### config.mk
export PLATFORM = sky130hd
export DESIGN_NAME = retire_commit
export DESIGN_NICKNAME = d
export VERILOG_FILES = /design/src/rtl/rob_pkg.sv /design/src/rtl/tag_free_list.sv /design/src/rtl/retire_commit.sv
export SDC_FILE = /design/constraint.sdc
export NUM_CORES = 1
export LEC_CHECK = 0
export ABC_AREA = 1
export CORE_ASPECT_RATIO = 1.25
export CORE_MARGIN = 2
export CORE_UTILIZATION = 53
export DETAILED_ROUTE_END_ITERATION = 7
export GPL_TIMING_DRIVEN = 0
export PLACE_DENSITY = 0.77
export SYNTH_ARGS = -nofsm -noshare
export SYNTH_HDL_FRONTEND = slang
export SYNTH_HIERARCHICAL = 1
export SYNTH_SLANG_ARGS = --single-unit
### constraint.sdc
create_clock -name clock -period 9.9 [get_ports clock]
set_input_delay 0.99 -clock clock [delete_from_list [all_inputs] [get_ports clock]]
set_output_delay 0.99 -clock clock [all_outputs]
set_load 0.005 [all_outputs]
### src/rtl/rob_pkg.sv
// Shared definitions for the ROB retire back end: widths, retired-instruction
// classes and the retire/commit FSM states.
package rob_pkg;

  localparam int TAG_W    = 5;
  localparam int NUM_TAGS = 32;
  localparam int DATA_W   = 32;

  typedef enum logic [1:0] {
    INST_REG    = 2'b00,
    INST_BRANCH = 2'b01,
    INST_STORE  = 2'b10
  } inst_t;

  typedef enum logic {
    RUN   = 1'b0,
    DRAIN = 1'b1
  } state_t;

  // Branch wins over store so a malformed retire still resolves control flow.
  function automatic inst_t classify(input logic is_branch, input logic is_store);
    if (is_branch)
      return INST_BRANCH;
    else if (is_store)
      return INST_STORE;
    else
      return INST_REG;
  endfunction

endpackage

### src/rtl/tag_free_list.sv
// Circular free list of ROB tags. Pointers carry a wrap bit so a full list
// (count == NUM_TAGS) is distinguishable from an empty one.
module tag_free_list
  import rob_pkg::*;
#(
  parameter int TAG_W    = rob_pkg::TAG_W,
  parameter int NUM_TAGS = rob_pkg::NUM_TAGS
) (
  input  logic             clock,
  input  logic             reset,
  input  logic             init,
  input  logic             push,
  input  logic [TAG_W-1:0] push_tag,
  input  logic             pop,
  output logic [TAG_W-1:0] head_tag,
  output logic [TAG_W:0]   count,
  output logic             err_double_free
);

  localparam logic [TAG_W:0] FULL = (TAG_W+1)'(NUM_TAGS);

  logic [TAG_W-1:0] mem [NUM_TAGS];
  logic [TAG_W:0]   head;
  logic [TAG_W:0]   tail;
  logic             full;
  logic             do_pop;
  logic             do_push;

  assign count    = tail - head;
  assign full     = (count == FULL);
  assign head_tag = mem[head[TAG_W-1:0]];
  assign do_pop   = pop && (count != '0);
  // A pop in the same cycle frees the slot, so a push onto a full list is legal then.
  assign do_push  = push && (!full || do_pop);

  always_ff @(posedge clock or posedge reset) begin
    if (reset) begin
      for (int i = 0; i < NUM_TAGS; i++) mem[i] <= TAG_W'(i);
      head            <= '0;
      tail            <= FULL;
      err_double_free <= 1'b0;
    end else if (init) begin
      for (int i = 0; i < NUM_TAGS; i++) mem[i] <= TAG_W'(i);
      head <= '0;
      tail <= FULL;
    end else begin
      if (do_pop)
        head <= head + 1'b1;
      if (do_push) begin
        mem[tail[TAG_W-1:0]] <= push_tag;
        tail                 <= tail + 1'b1;
      end
      if (push && full && !do_pop)
        err_double_free <= 1'b1;
    end
  end

endmodule

### src/rtl/retire_commit.sv
// Retire back end: turns each retired instruction into an ARF write, store
// commit or redirect, recycles its ROB tag, and stalls dispatch after a mispredict.
module retire_commit
  import rob_pkg::*;
#(
  parameter int TAG_W           = rob_pkg::TAG_W,
  parameter int NUM_TAGS        = rob_pkg::NUM_TAGS,
  parameter int DATA_W          = rob_pkg::DATA_W,
  parameter int REDIRECT_CYCLES = 2
) (
  input  logic              clock,
  input  logic              reset,
  input  logic              Retire_valid,
  input  logic [TAG_W-1:0]  Retire_rd_tag,
  input  logic [4:0]        Retire_rd_reg,
  input  logic [DATA_W-1:0] Retire_data,
  input  logic [DATA_W-1:0] Retire_pc,
  input  logic              Retire_branch,
  input  logic              Retire_branch_taken,
  input  logic              Retire_store_ready,
  input  logic              Alloc_req,
  output logic [TAG_W-1:0]  Alloc_tag,
  output logic              Alloc_valid,
  output logic              Arf_wen,
  output logic [4:0]        Arf_waddr,
  output logic [DATA_W-1:0] Arf_wdata,
  output logic              Store_commit,
  output logic [TAG_W-1:0]  Store_commit_tag,
  output logic              Redirect_valid,
  output logic [DATA_W-1:0] Redirect_pc,
  output logic              Stall_dispatch,
  output logic              Err_double_free
);

  localparam int CNT_W = (REDIRECT_CYCLES > 1) ? $clog2(REDIRECT_CYCLES) : 1;

  state_t           state;
  state_t           state_next;
  logic [CNT_W-1:0] drain_cnt;
  logic [CNT_W-1:0] cnt_next;
  inst_t            inst;
  logic             retire_ok;
  logic             redirect;
  logic             arf_write;
  logic             store_write;
  logic [TAG_W:0]   free_count;

  // Retires seen while draining belong to the flushed window and are dropped.
  assign retire_ok   = Retire_valid && (state == RUN);
  assign inst        = classify(Retire_branch, Retire_store_ready);
  assign redirect    = retire_ok && (inst == INST_BRANCH) && Retire_branch_taken;
  assign arf_write   = retire_ok && (inst == INST_REG) && (Retire_rd_reg != 5'd0);
  assign store_write = retire_ok && (inst == INST_STORE);

  assign Stall_dispatch = (state == DRAIN);
  assign Alloc_valid    = (free_count != '0) && !Stall_dispatch;

  tag_free_list #(
    .TAG_W    (TAG_W),
    .NUM_TAGS (NUM_TAGS)
  ) u_free_list (
    .clock           (clock),
    .reset           (reset),
    .init            (redirect),
    .push            (retire_ok),
    .push_tag        (Retire_rd_tag),
    .pop             (Alloc_req && Alloc_valid),
    .head_tag        (Alloc_tag),
    .count           (free_count),
    .err_double_free (Err_double_free)
  );

  always_ff @(posedge clock or posedge reset) begin
    if (reset) begin
      state     <= RUN;
      drain_cnt <= '0;
    end else begin
      state     <= state_next;
      drain_cnt <= cnt_next;
    end
  end

  always_comb begin
    state_next = state;
    cnt_next   = drain_cnt;
    case (state)
      RUN: begin
        if (redirect) begin
          state_next = DRAIN;
          cnt_next   = CNT_W'(REDIRECT_CYCLES - 1);
        end
      end
      DRAIN: begin
        if (drain_cnt == '0)
          state_next = RUN;
        else
          cnt_next = drain_cnt - 1'b1;
      end
      default: state_next = RUN;
    endcase
  end

  // Strobes pulse for one cycle; payload registers hold their last value.
  always_ff @(posedge clock or posedge reset) begin
    if (reset) begin
      Arf_wen          <= 1'b0;
      Arf_waddr        <= '0;
      Arf_wdata        <= '0;
      Store_commit     <= 1'b0;
      Store_commit_tag <= '0;
      Redirect_valid   <= 1'b0;
      Redirect_pc      <= '0;
    end else begin
      Arf_wen        <= arf_write;
      Store_commit   <= store_write;
      Redirect_valid <= redirect;
      if (arf_write) begin
        Arf_waddr <= Retire_rd_reg;
        Arf_wdata <= Retire_data;
      end
      if (store_write)
        Store_commit_tag <= Retire_rd_tag;
      if (redirect)
        Redirect_pc <= Retire_pc;
    end
  end

endmodule

Word level (Yosys, flattened, before mapping) --
Cells that the tools add are included. W data, S select, Z words.
Word-level totals: latch bits 0, memories 0, bits of input ports 81, bits in read-only memories 0, register bits after elaboration 252, output and inout port bits 85, RAM bits 0
Cells by class: shift-type cells 0, multiply operators 0, div/mod/pow operators 0, muxes and demuxes 20, magnitude comparators 3, bitwise gates (word level) 4, equal/unequal tests 4, reduce and logical (&&, ||, !) cells 23, add/subtract/negate cells 4
Operators with widths (number):
- $mux W160 | 2
- $bwmux W160 | 1
- $bmux W5 S5 | 1
- $demux W5 S5 | 1
- $mux W6 | 4
- $mux W5 | 3
- $logic_and A1 B1 Y1 | 13
- $add A6 B1 Y6 const B | 2
- $ge A6 B6 Y1 const B | 2
- $not A5 Y6 | 2
- $eq A6 B6 Y1 const B | 1
- $lt A6 B1 Y1 const B | 1
- $reduce_bool A6 Y1 | 1
- $sub A6 B6 Y6 | 1
- $reduce_bool A5 Y1 | 1
- $mux W1 | 4
- $mux W2 | 2
- $pmux W1 S2 | 2
- $reduce_bool A2 Y1 | 2
- $logic_not A1 Y1 | 3
- $eq A2 B1 Y1 const B | 1
- $eq A2 B2 Y1 const B | 1
- $logic_not A2 Y1 | 1
- $ne A2 B2 Y1 const B | 1
- other kinds (4) | 5

Longest topological paths before layout --
Gate-level depths: netlist (run 1).
depth in word-level cells 9, gate-level depth with buffers 20, gate-level depth less buffers 19

Hierarchy --
The synthesis (run 1) kept the hierarchy.
Modules (own cells, without submodules):
- tag_free_list | seq. area each 4430.5 µm², cells each 1260, area an instance 10050.9 µm², times used 1
- retire_commit | seq. area each 1976.9 µm², cells each 348, area an instance 3153.0 µm², times used 1

Worst setup path before layout (run 1) --
Ideal clock, no wire load.
path type reg-to-output, from register u_free_list.head[3], to output port Alloc_valid, required time 8.910 ns, path buffers 1, arrival time 1.850 ns, path slack 7.060 ns, cell stages (with the launch flop) 14, path through dfrtp_1 clkbuf_1 clkinv_1 ha_1 nand2_1 inv_1 nand2_1 nand3_1 nand2_1 nand2_2 nor2_1 nand3_1 nand2_1 inv_1
Between the ends: word-level cells in the longest chain between the ends 3
Ends and longest elaborated chain:
- from (decl) | line tag_free_list.sv:23 | logic [TAG_W:0] head;
- from (signal assigned) | line tag_free_list.sv:48 | head <= head + 1'b1;
- $sub A6 B6 Y6 | line tag_free_list.sv:29 | assign count = tail - head;
- via free_count[5] | line retire_commit.sv:46 | logic [TAG_W:0] free_count;
- $reduce_bool A6 Y1 | line retire_commit.sv:56 | assign Alloc_valid = (free_count != '0) && !Stall_dispatch;
- $logic_and A1 B1 Y1 | line retire_commit.sv:56
- to (decl) | line retire_commit.sv:23 | output logic Alloc_valid,
The timed path passes the listed nets, and every way through them passes these cells.

Final worst setup path (run 1) --
from register u_free_list.head[1], to output port Alloc_tag[0]
Between the ends: word-level cells in the longest chain between the ends 4
Ends and longest elaborated chain:
- $not A5 Y6 (implied by the code) | line tag_free_list.sv:31 | assign head_tag = mem[head[TAG_W-1:0]];
- $bmux W5 S5 | line tag_free_list.sv:31
- $mux W5 (implied by the code) (2 in series) | line tag_free_list.sv:31
- to (decl) | line retire_commit.sv:22 | output logic [TAG_W-1:0] Alloc_tag,
No other way between the ends. The select of a mux whose other input is x is not followed.

==> impl_metrics.yaml, run 1 <==
run_status:
  outcome: "completed"
critical_path:
  crit_type: "flip-flop to primary output"
  slowest_stage: "clkbuf_1"
  startpoint_type: "flip-flop"
  arrival_ps: 3580
  path_cells: "inv_1 -> clkbuf_1 -> o21ai_0 -> o22ai_1 -> nand2_1 -> o211ai_1 -> nand3_1 -> nand3_1 -> clkdlybuf4s50_1"
  path_max_fanout: 10
  critPathRequiredTime_ps: 8910
  slowest_delay_ps: 670
  cp-end-kind: "primary output"
  path_delay_family: "buffers and inverters"
  cp_common_cell: "nand3_1"
  crit_buf_inv: 3
sta:
  fin_skew_ps: 7.720
  rsz0062_at_grt: "false"
  max_freq_ghz: 0.2190
  fin_crit_ps: 4566
  timing.setup.tns_ps: 0
  finalHoldViolCount: 0
  setup_viol: 0
  holdWs_ps: 466.2
  min_period_over_period_pct: 46.12
  finalMaxSlewViolations: 0
  slew_headroom_pct: 38.74
  tightest_slew_ps: 919.0
  setup_slack_ps: 5334
detailed_routing:
  vias: 12440
  post_drt_wl_per_cell_um: 19.32
  wl_um: 41640
  drt.antenna.violating_nets: 0
  dr.pass1.iters: 6
  vias_per_cell: 5.773
  route.detailed.drc: 0
  drtIter0Drc: 1136
place:
  dp_slack_ps: 6005
  hpwl_um: 29860
  post_dp_cell_area_mm2: 0.01533
  gp_congestion: 0.9555
  io_buffers: 165
clocking:
  ctsResizeCount: 0
  clock_path_buffers: 3
  path_clk_slew_ps: 60
  cts-root-buf: "clkbuf_16"
  numCtsBuffers: 27
  clock_latency_ps: 540
  postCtsSetupBuffers: 0
  cts_tree: "yes"
  clock-sinks: 252
  hold_buffers: 0
  htreeDepth: 1
yosys:
  synth_cells: 1608
  synth-edff-count: 0
  yosysSeqAreaShare_pct: 48.53
  synth_cell_types: 36
  synth_flop_cell: "dfrtp_1"
  synth_async_sr_flop_share_pct: 100.0
  synth_warnings: 6
  synth_seq_cells: 252
  synth_area_per_cell_um2: 8.211
  syn-num-nets: 1700
  syn_area_mm2: 0.01320
power_and_ir_drop:
  seqPwrFrac_pct: 35.7
  swShare_pct: 39.47
  combPwrFrac_pct: 41.1
  power_mw: 4.169
  peakVddDrop_v: 0.0001692
  power_density_mw_per_mm2: 257.9
  switching_power_mw: 1.646
  leakage_nw: 7.452
  p_int_mw: 2.524
  clkPwrFrac_pct: 23.2
grt:
  grtUsageMet3_pct: 7.291
  use_met1_pct: 39.22
  grt_pass1_wl_um: 66240
  overflow: 0
  use_met2_pct: 52.25
  grt_use_total_pct: 31.62
  grt_max_degree: 126
  grt_pass1_vias: 12410
  antenna_found_initial: 0
  busiest_layer: "met2"
finish:
  drive_gt1_share_pct: 13.81
  syn_to_final_growth_pct: 22.43
  n_antenna_cell: 0
  regArea_mm2: 0.006407
  final_area_mm2: 0.01617
  nets: 1896
  n_fill_cell: 2133
  multiInputGateArea_mm2: 0.006000
hold_path:
  hold_path.class: "flip-flop to flip-flop"
floorplan:
  die_height_um: 180.5
  ios: 166
  num_rows: 64
  design.die.area_mm2: 0.02620
  core_area_mm2: 0.02450
  chipWidth_um: 145.2
  initial_utilization_pct: 53.89
run:
  maxCapViolations: 0
-- routing by layer --
layer | vias to the layer above | share of wire [%]
met1 | 5842 | 38
met2 | 711 | 46
met5 | - | 0
li1 | 5719 | -
met4 | 0 | 5.7
met3 | 168 | 10
-- worst paths after layout --
kind                                           from              endpoint  slack (ps)  cells past startpoint
min in group asynchronous                     reset         Arf_wdata[23]         830                      2
worst max-delay path            u_free_list/head[1]          Alloc_tag[0]        5330                      9
worst min register to register   u_free_list/mem[3]    u_free_list/mem[3]         470                      2
max in group asynchronous                     reset  u_free_list/mem[156]        8020                      3
worst min-delay path             u_free_list/mem[3]    u_free_list/mem[3]         470                      2
worst max register to register  u_free_list/head[1]   u_free_list/mem[40]        6060                     18
-- sequential cells by signal, indices dropped and copies added (netlist names), 5 cells and up --
name,cells
Store_commit_tag,5
u_free_list/head,6
u_free_list/mem,160
u_free_list/tail,6
Arf_wdata,32
Arf_waddr,5
Redirect_pc,32
-- synth_stat cells, types with 2 or more instances --
library cell / n / share of area (%)
a21oi_1: 14 / 0.53
buf_1: 4 / 0.11
buf_12: 2 / 0.30
buf_2: 23 / 0.87
buf_4: 10 / 0.57
buf_6: 4 / 0.34
buf_8: 2 / 0.23
clkbuf_1: 47 / 1.3
clkinv_1: 3 / 0.085
dfrtp_1: 171 / 32
dfstp_2: 81 / 16
ha_1: 10 / 0.95
inv_1: 73 / 2.1
inv_2: 4 / 0.11
mux2_2: 8 / 0.68
mux2i_1: 10 / 0.76
nand2_1: 458 / 13
nand2_2: 27 / 1.3
nand2_4: 10 / 0.85
nand3_1: 234 / 8.9
nand3_4: 30 / 4.0
nor2_1: 117 / 3.3
nor2_4: 3 / 0.26
o211ai_1: 12 / 0.68
o21ai_0: 202 / 7.7
o21ai_1: 5 / 0.19
o221ai_1: 2 / 0.13
o22ai_1: 28 / 1.3
xor2_1: 7 / 0.46
-- power by group through the flow --
stage | registers, mW | logic, mW | clock network [mW]
finish | 1.49 | 1.71 | 0.966
global placement | 1.49 | 1.64 | 0
floorplan | 1.46 | 1.03 | 0
CTS | 1.48 | 1.68 | 0.979
global route | 1.51 | 1.86 | 1.02
detailed placement | 1.49 | 1.67 | 0
-- stage by stage --
step                util, %  instances
finish                65.97       2155
global route          65.97       2155
CTS                   65.97       2155
detailed placement    62.58       2105
global placement      62.31       2103
floorplan                 -       1608
-- cell type report --
type	instances	area share, %
buffer	92	3.073
tap	330	2.554
clock buffer	39	4.706
sequential	252	39.64
multi-input combinational	1184	37.11
timing repair buffer	167	10.56
inverter	80	1.920
clock inverter	11	0.4412
-- cells by family (layout without fill, tap and decap cells) --
kind of cell | Yosys count | in the layout | share of synthesized area, %
and+or+nand+nor | 883 | 883 | 31.79
buffers and inverters | 172 | 389 | 6.036
muxes | 18 | 18 | 1.440
AOI/OAI and AO/OA | 264 | 264 | 10.58
xor gates and xnor gates | 8 | 8 | 0.5307
adders and majority gates | 11 | 11 | 1.099
DFF | 252 | 252 | 48.53
-- cell usage in the layout, fill, tap and decap left out, types with 5 or more instances in the layout --
master and instances:
a21oi_1 14, buf_2 23, buf_4 10, clkbuf_1 55, clkbuf_16 27, clkdlybuf4s50_1 165
clkinv_2 5, dfrtp_1 171, dfstp_2 81, ha_1 10, inv_1 71, mux2_2 8
mux2i_1 10, nand2_1 458, nand2_2 27, nand2_4 10, nand3_1 234, nand3_4 30
nor2_1 117, o211ai_1 12, o21ai_0 202, o21ai_1 5, o22ai_1 28, xor2_1 7
-- worst reg2reg max path, stage by stage, from the launching register on --
cell	delay (ps)
dfrtp_1	560
inv_1	190
clkbuf_1	670
ha_1	390
nand2_1	70
nand2_1	60
nand3_1	70
nand3_1	110
nand2_2	120
nor2_1	50
nand3_1	90
nand2_1	70
nor2_1	210
inv_1	120
nand3_4	230
nand3_1	330
nand2_1	290
nand2_1	80
nand2_1	70
Note: power is estimated with default switching activity, not from simulation.
==> run 2: changes to the inputs <==
clock period = 4.4 ns   (was 9.9 ns; I/O delays follow)
==> run 2 against run 1 <==
  * Clock skew barely moved
  * Critical path depth rose by 4
  * Wire length rose by 2.4%
  * Combinational power rose by 130%
  * Register-to-register slack got worse by 5500 ps
  * Largest power group unchanged
==> impl_metrics.yaml, run 2 (same netlist as run 1, synthesis figures left out) <==
run_status:
  outcome: "completed"
power_and_ir_drop:
  seqPwrFrac_pct: 35.1
  switching_power_mw: 3.734
  p_int_mw: 5.810
  peakVddDrop_v: 0.0003153
  combPwrFrac_pct: 40.6
  clkPwrFrac_pct: 24.3
  leakage_nw: 7.505
  swShare_pct: 39.13
  power_density_mw_per_mm2: 585.8
detailed_routing:
  wl_um: 42650
  drtIter0Drc: 1326
  route.detailed.drc: 0
  vias: 12560
  dr.pass1.iters: 7
  vias_per_cell: 5.816
  post_drt_wl_per_cell_um: 19.74
  drt.antenna.violating_nets: 0
critical_path:
  path_max_fanout: 10
  startpoint_type: "flip-flop"
  crit_type: "flip-flop to primary output"
  cp-end-kind: "primary output"
  arrival_ps: 3610
  rrSetupSlack_ps: 520
  critPathRequiredTime_ps: 3960
grt:
  grt_use_total_pct: 32.37
  grt_pass1_vias: 12450
  grt_pass1_wl_um: 67360
  grt_max_degree: 70
  overflow: 0
  antenna_found_initial: 1
finish:
  nets: 1900
  top_register: "u_free_list/mem"
  final_area_mm2: 0.01629
  drive_gt1_share_pct: 14.10
  n_antenna_cell: 0
  final_common_cell: "nand2_1"
  largest_register_ffs: 160
  reg.largest.list: "u_free_list/mem x160, Arf_wdata x32, Redirect_pc x32"
  instances_no_fill: 2160
  syn_to_final_growth_pct: 23.39
  n_fill_cell: 2144
  final_cell_mix: "nand2_1 (458), nand3_1 (234), o21ai_0 (202), dfrtp_1 (171), clkdlybuf4s50_1 (165)"
  fin_util_pct: 66.49
sta:
  fin_crit_ps: 4047
  finalHoldViolCount: 0
  tightest_slew_ps: 922.4
  slew_headroom_pct: 38.51
  timing.setup.tns_ps: 0
  setup_slack_ps: 353.4
  min_period_over_period_pct: 91.97
  rsz0062_at_grt: "false"
  finalMaxSlewViolations: 0
  setup_viol: 0
  fin_skew_ps: 7.560
  max_freq_ghz: 0.2471
floorplan:
  chipWidth_um: 145.2
  die_height_um: 180.5
  core_area_mm2: 0.02450
  initial_utilization_pct: 53.89
  ios: 166
  num_rows: 64
  design.die.area_mm2: 0.02620
clocking:
  clock_latency_ps: 560
  path_clk_slew_ps: 60
  postCtsSetupBuffers: 0
  numCtsBuffers: 28
  cts-root-buf: "clkbuf_16"
  clock_path_buffers: 3
  clock-sinks: 252
  ctsResizeCount: 0
  htreeDepth: 1
  cts_tree: "yes"
  hold_buffers: 0
place:
  gp_congestion: 0.9825
  dp_slack_ps: 665.4
  io_buffers: 165
  hpwl_um: 29900
  post_dp_cell_area_mm2: 0.01538
  place_inst: 2108
run:
  maxCapViolations: 0
hold_path:
  hold_path.class: "input port to async pin"
run 2: per-stage QoR:
step	power [mW]	hold slack, ps
after floorplan	5.605	443.9
after global placement	7.047	452.2
after detailed placement	7.123	455.9
after CTS	9.488	217.1
after global routing	10.08	234.4
final	9.544	210.0
run 2: final cells by class:
class / instances / area, µm² / share of cell area (%)
plain buffers: 92 / 496.7 / 3.049
clock inverters: 13 / 107.6 / 0.6605
well taps: 330 / 412.9 / 2.534
inverters: 80 / 306.5 / 1.882
multi-input cells: 1184 / 6000 / 36.83
repair buffers: 170 / 1759 / 10.80
clock buffers: 39 / 802.0 / 4.923
flip-flops and latches: 252 / 6407 / 39.33
run 2: worst paths after layout:
| kind | startpoint | endpoint | depth (start not counted) |
|---|---|---|---|
| max reg2reg | u_free_list/head[1] | u_free_list/mem[44] | 18 |
| min in group clock | Retire_pc[31] | Redirect_pc[31] | 3 |
| min reg2reg | u_free_list/mem[4] | u_free_list/mem[4] | 2 |
| max in group asynchronous | reset | u_free_list/mem[122] | 4 |
| max | u_free_list/head[1] | Alloc_valid | 13 |
| min | reset | Arf_wdata[20] | 2 |
run 2: power by group through the flow:
| stage | sequential (mW) | combinational [mW] | clock [mW] |
|---|---|---|---|
| 6_report | 3.35 | 3.87 | 2.32 |
| 5_1_grt | 3.41 | 4.23 | 2.44 |
| 4_1_cts | 3.34 | 3.79 | 2.35 |
| 3_5_place_dp | 3.36 | 3.77 | 0 |
| 3_3_place_gp | 3.35 | 3.69 | 0 |
| 2_1_floorplan | 3.29 | 2.32 | 0 |
run 2: critical path, stage by stage (launching register included):
cell             delay (ps)
dfrtp_1                 560
inv_1                   190
clkbuf_1                690
ha_1                    390
nand2_1                  70
nand2_1                  70
nand3_1                  80
nand3_1                 110
nand2_2                 120
nor2_1                   60
nand3_1                  80
nand2_1                  60
inv_1                    60
clkdlybuf4s50_1         500
run 2: layer usage:
metal,share of wire (%),global-route usage [%]
met5,0.035,0
met4,4.7,14.63
met3,11,8.633
met2,46,53.16
met1,38,40.26
==> run 3: changes to the inputs <==
CORE_UTILIZATION = 56   (was 53)
PLACE_DENSITY = 0.8   (was 0.77)
==> run 3 against run 2 <==
  * Highest routed layer is now met4
  * First-iteration DRC count decreased by 7.4%
  * Combinational power about the same
  * Via count about the same
  * Wire length decreased by 1.8%
  * Hold slack improved by 68 ps
  * Total power increased by 0.29%
  * Die area decreased by 5.2%
  * Non-clock buffer count unchanged
==> impl_metrics.yaml, run 3 (same netlist as run 1, synthesis figures left out) <==
sta:
  fin_skew_ps: 13.68
  max_freq_ghz: 0.2515
  timing.setup.tns_ps: 0
  tightest_slew_ps: 917.8
  rsz0062_at_grt: "false"
  slew_headroom_pct: 38.81
  finalHoldViolCount: 0
  setup_viol: 0
  finalMaxSlewViolations: 0
  fin_crit_ps: 3976
  holdWs_ps: 277.6
  min_period_over_period_pct: 90.36
clocking:
  postCtsSetupBuffers: 0
  clock_path_buffers: 3
  clock_latency_ps: 550
  clock-sinks: 252
  numCtsBuffers: 27
  ctsResizeCount: 0
  cts-root-buf: "clkbuf_16"
  cts_tree: "yes"
  htreeDepth: 1
  hold_buffers: 0
  path_clk_slew_ps: 70
floorplan:
  ios: 166
  core_area_mm2: 0.02304
  initial_utilization_pct: 57.31
  chipWidth_um: 141.3
  num_rows: 62
  die_height_um: 175.7
  design.die.area_mm2: 0.02483
critical_path:
  critPathRequiredTime_ps: 3960
  cp-end-kind: "primary output"
  crit_type: "flip-flop to primary output"
  path_max_fanout: 10
  arrival_ps: 3540
  startpoint_type: "flip-flop"
detailed_routing:
  vias: 12570
  drt.antenna.violating_nets: 0
  wl_um: 41890
  route.detailed.drc: 0
  vias_per_cell: 5.940
  post_drt_wl_per_cell_um: 19.80
  drtIter0Drc: 1228
  dr.pass1.iters: 6
finish:
  drive_gt1_share_pct: 14.17
  n_antenna_cell: 0
  largest_register_ffs: 160
  final_cell_mix: "nand2_1 (458), nand3_1 (234), o21ai_0 (202), dfrtp_1 (171), clkdlybuf4s50_1 (165)"
  top_register: "u_free_list/mem"
  multiInputGateArea_mm2: 0.006000
  n_fill_cell: 1866
  reg.largest.list: "u_free_list/mem x160, Arf_wdata x32, Redirect_pc x32"
  nets: 1899
  fin_util_pct: 70.54
  syn_to_final_growth_pct: 23.09
  final_common_cell: "nand2_1"
  instances_no_fill: 2116
  regArea_mm2: 0.006407
grt:
  grt_use_total_pct: 34.15
  antenna_found_initial: 0
  overflow: 0
  grt_pass1_vias: 12500
  grt_max_degree: 61
  grt_pass1_wl_um: 66510
run:
  maxCapViolations: 0
power_and_ir_drop:
  peakVddDrop_v: 0.0003394
  power_density_mw_per_mm2: 588.9
  leakage_nw: 7.514
place:
  hpwl_um: 29940
  io_buffers: 165
  gp_congestion: 0.9895
  place_inst: 2066
run_status:
  outcome: "completed"
hold_path:
  hold_path.class: "input port to async pin"
## run 3: changes by cell type in the layout (fill, tap and decap cells not counted)
cell / change
clkbuf_8: -3
clkinv_8: -1
clkbuf_1: -2
clkinv_1: -1
inv_6: +2
bufinv_16: +2
clkinv_2: +1
## run 3: layout make-up
| type | instances | share of cell area [%] |
|---|---|---|
| Timing Repair Buffer | 170 | 10.82 |
| Tap cell | 288 | 2.217 |
| Buffer | 92 | 3.056 |
| Inverter | 80 | 1.886 |
| Clock inverter | 16 | 1.047 |
| Multi-Input combinational cell | 1184 | 36.91 |
| Sequential cell | 252 | 39.42 |
| Clock buffer | 34 | 4.634 |
## run 3: final timing paths
kind,start,to,slack (ps),depth (start not counted)
min in group clock,Retire_pc[31],Redirect_pc[31],420,3
setup / recovery,u_free_list/head[2],Alloc_valid,420,14
hold reg to reg,u_free_list/mem[2],u_free_list/mem[2],470,2
max in group asynchronous,reset,u_free_list/mem[130],3080,4
hold / removal,reset,Arf_wdata[24],280,2
setup reg to reg,u_free_list/head[2],u_free_list/mem[41],660,19
## run 3: stage by stage
stage | worst slack, ps | area, µm² | power [mW]
CTS | 481.6 | 16250 | 9.511
global placement | 349.1 | 15220 | 7.036
global route | 244.5 | 16250 | 10.11
finish | 424.0 | 16250 | 9.572
detailed placement | 775.0 | 15330 | 7.125
floorplan | 1689 | 13210 | 5.605
## run 3: power by group
group | internal, mW | total, mW | switching [mW]
Sequential | 2.98 | 3.35 | 0.367
Clock | 1.39 | 2.36 | 0.968
Combinational | 1.49 | 3.86 | 2.37
Total | 5.87 | 9.57 | 3.70
## run 3: per-layer routing
layer  wire, µm  GRT usage, %  vias to the layer above
li1           -             -                     5715
met4       2566         17.79                        0
met1      15760         43.38                     5953
met3       4542         7.961                      175
met2      19020         54.59                      726
met5          0             0                        -
## run 3: worst max-delay path, cell delays in order (launching register included)
cell	delay, ps
dfrtp_1	440
clkinv_1	310
clkbuf_1	450
ha_1	540
nand2_1	80
nor2_1	100
nand2_1	50
nand3_1	70
nand2_1	80
nand2_2	100
nor2_1	50
nand3_1	70
nand2_1	70
inv_1	60
clkdlybuf4s50_1	520
